### src/rtl/req_encoder_8to3_pkg.sv
// Shared types and constants for the registered 8-to-3 request encoder.
package req_encoder_8to3_pkg;

   localparam int N_REQ = 8;
   localparam int IDX_W = 3;

   typedef enum logic {
      IDLE  = 1'b0,
      OFFER = 1'b1
   } state_t;

endpackage

### src/rtl/req_encoder_8to3_prio_enc.sv
// Combinational priority encoder: picks the highest- or lowest-numbered set bit.
module prio_enc_8to3
   import req_encoder_8to3_pkg::*;
#(
   parameter bit PRIO_HIGH = 1'b1
) (
   input  logic [0:N_REQ-1] vec,
   output logic [IDX_W-1:0] idx,
   output logic             any
);

   always_comb begin
      // NOTE: every output gets a default first so no path through the loop infers a latch.
      idx = '0;
      any = |vec;
      // Later iterations overwrite earlier ones, so the scan order sets the priority.
      if (PRIO_HIGH) begin
         for (int i = 0; i < N_REQ; i++)
            if (vec[i]) idx = IDX_W'(i);
      end else begin
         for (int i = N_REQ - 1; i >= 0; i--)
            if (vec[i]) idx = IDX_W'(i);
      end
   end

endmodule

### src/rtl/req_encoder_8to3.sv
// Registered 8-to-3 priority encoder: latches requests, offers the winner over valid/ready.
module req_encoder_8to3
   import req_encoder_8to3_pkg::*;
#(
   parameter bit PRIO_HIGH = 1'b1
) (
   input  logic             clk,
   input  logic             rst,
   input  logic             en,
   input  logic [0:N_REQ-1] d,
   input  logic             ready,
   output logic [IDX_W-1:0] y,
   output logic             valid,
   output logic [0:N_REQ-1] pend,
   output logic             lost
);

   state_t           state, state_next;
   logic [0:N_REQ-1] cap, clr, pend_next, enc_in;
   logic [IDX_W-1:0] y_next, enc_idx;
   logic             enc_any, lost_next;

   prio_enc_8to3 #(.PRIO_HIGH(PRIO_HIGH)) u_prio (
      .vec (enc_in),
      .idx (enc_idx),
      .any (enc_any)
   );

   assign valid = (state == OFFER);

   always_comb begin
      cap = d & {N_REQ{en}};
      clr = '0;
      if (valid && ready) clr[y] = 1'b1;
      pend_next = (pend & ~clr) | cap;
      lost_next = lost | (|(cap & pend & ~clr));

      // From IDLE only already-latched requests are eligible; on accept the
      // successor is chosen from the updated set for bubble-free service.
      enc_in = (state == OFFER) ? pend_next : pend;

      state_next = state;
      y_next     = y;
      unique case (state)
         IDLE: begin
            if (|pend) begin
               state_next = OFFER;
               y_next     = enc_idx;
            end
         end
         OFFER: begin
            if (ready) begin
               if (enc_any) y_next     = enc_idx;
               else         state_next = IDLE;
            end
         end
         default: state_next = IDLE;
      endcase
   end

   always_ff @(posedge clk) begin
      // NOTE: non-blocking assignments so every register samples pre-edge values.
      if (rst) begin
         state <= IDLE;
         y     <= '0;
         pend  <= '0;
         lost  <= 1'b0;
      end else begin
         state <= state_next;
         y     <= y_next;
         pend  <= pend_next;
         lost  <= lost_next;
      end
   end

endmodule
### config.mk
export PLATFORM = sky130hd
export DESIGN_NAME = req_encoder_8to3
export DESIGN_NICKNAME = d
export VERILOG_FILES = /design/src/rtl/req_encoder_8to3_pkg.sv /design/src/rtl/req_encoder_8to3_prio_enc.sv /design/src/rtl/req_encoder_8to3.sv
export SDC_FILE = /design/constraint.sdc
export NUM_CORES = 1
export LEC_CHECK = 0
export BUFFER_PORTS_ARGS = -buffer_cell sky130_fd_sc_hd__buf_2
export CORE_UTILIZATION = 40
export DETAILED_ROUTE_END_ITERATION = 8
export PLACE_DENSITY = 0.72
export SYNTH_ARGS = -nofsm -noshare
export SYNTH_HDL_FRONTEND = slang
export SYNTH_SLANG_ARGS = --single-unit
### constraint.sdc
create_clock -name clk -period 1.65 [get_ports clk]
set_clock_uncertainty 0.1 [all_clocks]
set_input_delay 0.33 -clock clk [delete_from_list [all_inputs] [get_ports clk]]
set_output_delay 0.33 -clock clk [all_outputs]
set_load 0.005 [all_outputs]
==> results.md <==
- # diodes: 0
- Synth cell types: 38
- Mapped Area: 974.7 um2
- Ys async rst share: 0%
- Slew at the pin closest to its max-slew limit: 0.3630 ns
- Final Hold Fails: 0
- Final WS setup: -0.3209 ns
- PD cells: 789.4 mW/mm2
- Ys flop type: dfxtp_1
- WL/cell: 17.26 um
- Critical path arrival: 2.08 ns
- Worst setup startpoint: y[1]
- Synthesized area per cell: 7.328 um2
- Final setup fails: 5
- Post-DP HPWL: 2519 um
- Syn_nets: 145
- Synthesized instance count: 133
- Drt total wl: 3918 um
- Overflow after GRT: 0
- Share of cells above drive strength 1: 50.25%
- Yosys reg bits: 13
- PortBufs: 24
- Die Span X: 51.37 um
- Tot Pwr: 1.287 mW
- Rows: 17
- Post-synth top area share: 26.70%
- Vias in the first global route: 1354
- Layout Area Growth over Synthesis: 67.27%
- Die Span Y: 51.37 um
- Failing checks: setup timing
- RePlAce Congestion: 0.9823
- Maximum VDD drop: 557.7 uV
- Max Cap Viol: 0
- EDFF count, synth: 0
- Root Driver: clkbuf_4
- FF-to-FF End: y[0]
- DR vias/cell: 6.026
- Crit path max fanout: 8
- CTS tree: done
- Later-pin clock latency in the skew report: 0.30 ns
- Critical Path Sink Type: register
- Die ar.: 0.002638 mm2
- Worst reg2reg startpoint: y[1]
- Final antenna-violating net count: 0
- H-tree Lvls: 1
- Final period util: 119.5%
- Most area-hungry cell type in the Yosys netlist: dfxtp_1
- Sequential cell area fraction in the yosys report: 26.70%
- Initial antenna violation count: 0
- Total GRT Usage: 31.75%
- Clk sinks: 13
- Setup WS pre-CTS: -0.3403 ns
- Kind of start point of the critical path: register
- Slew Limit Fails: 0
- TritonRoute pass-1 iters: 4
- Drt initial violations: 57
- Status: finished, violations left
- Slew HR: 75.42%
- Clock period minus worst slack: 1.971 ns
- Layout Utilization: 72.31%
- Area contributors post-synth: dfxtp_1, nand2_1, a21oi_1
- CTS buffer count: 3
- Core area: 0.002255 mm2
- Commonest non-fill, non-tap cell in the layout: buf_4
- Global-route wire length before repair: 6182 um
- Most frequent cells in the layout: buf_4, buf_2, nand2_1
- HP Class: in2reg
- WS Path Type: reg2reg
- R2r setup slk: -0.32 ns
- Via count: 1368
- Worst EP required: 1.76 ns
- Max clock buf depth: 2
- DR DRC count: 0
- RSZ-0062 raised after global routing: true
- I/O pin count: 25
- Largest net degree at the start of global routing: 14
- Clk pin slew, worst setup/hold paths: 0.08 ns
- Cells on worst reg2reg path: 7
- CP endpoint: y[0]
- Synth Warn #: 0
- Initial core utilization: 43.23%
- Pleak: 0.6914 nW
- Max Clock Freq: 507.4 MHz
- Nets: 212
## synth_stat cells, types with 2 or more instances
cell       number
nand2_1        19
nor2_1         17
a21oi_1        13
dfxtp_1        13
o21ai_0         9
a31oi_1         6
o211ai_1        6
buf_2           4
nand3_1         4
a22oi_1         3
inv_1           3
o31ai_1         3
a2111oi_2       2
a221oi_1        2
and3_2          2
buf_6           2
mux2i_1         2
nand2b_1        2
nor2b_1         2
## sequential cells by signal (all words and copies together) (netlist names)
signal  cells
y           3
pend        8
lost        1
valid       1
## cells by family (layout without fill, tap and decap cells)
group                  after synthesis  after routing  share of synthesized area, %
AOI/OAI and AO/OA                   56             56                         40.95
buffers and inverters               10             76                         5.904
and+or+nand+nor                     52             52                         24.39
DFF                                 13             13                         26.70
muxes                                2              2                         2.054
## worst min-delay path by stage
stage                     start  cells after the start       to
after floorplan             rst                      1     y[2]
after global placement     lost                      2     lost
after detailed placement   lost                      2     lost
after CTS                  d[0]                      3  pend[0]
after global routing       d[0]                      3  pend[0]
final                      d[0]                      3  pend[0]
## final cells by class
type / count / area (um2)
well taps: 28 / 35.03
fillers: 177 / 624.3
flip-flops and latches: 13 / 270.3
inverters: 3 / 11.26
multi-input cells: 110 / 794.5
repair buffers: 69 / 493.0
clock buffers: 4 / 26.28
## report_power, final
group	leakage [nW]	internal [mW]	switching [mW]	total [mW]
logic	0.567	0.331	0.322	0.654
registers	0.110	0.353	0.0657	0.419
clock network	0.0150	0.0945	0.120	0.215
total	0.691	0.779	0.508	1.29
## layer usage
metal | wire, um | vias to the layer above | GRT usage [%]
li1 | - | 645 | -
met1 | 1546 | 629 | 36.43
met2 | 1929 | 78 | 54.33
met3 | 265 | 16 | 6.548
met4 | 176 | 0 | 17.12
met5 | 0 | - | 0
## worst max-delay path, cell delays in order, from the launching register on
cell and delay (ns):
dfxtp_4 0.42, buf_6 0.12, mux2i_2 0.28, a31oi_2 0.16, a2111oi_4 0.24, and3_4 0.27, nor2_2 0.05, a221oi_2 0.24
## metrics by stage
stage	area (um2)	instances	setup TNS, ns	hold WS [ns]
2_1_floorplan	1010	133	-0.04534	0.2942
3_3_place_gp	1421	217	-0.6742	0.3501
3_5_place_dp	1421	217	-1.167	0.3685
4_1_cts	1598	228	-0.7482	0.2457
5_1_grt	1630	227	-1.468	0.2400
6_report	1630	227	-1.257	0.2416
## timing repair
action / 4_1_cts / 5_1_grt
endpoints found under the hold margin: 0 / 0
endpoints found under the setup margin: 5 / 6
pin swaps: 9 / 7
hold buffers: 0 / 0
setup buffers: 8 / 1
gates resized for setup: 23 / 12
(Power assumes the default switching activity.)
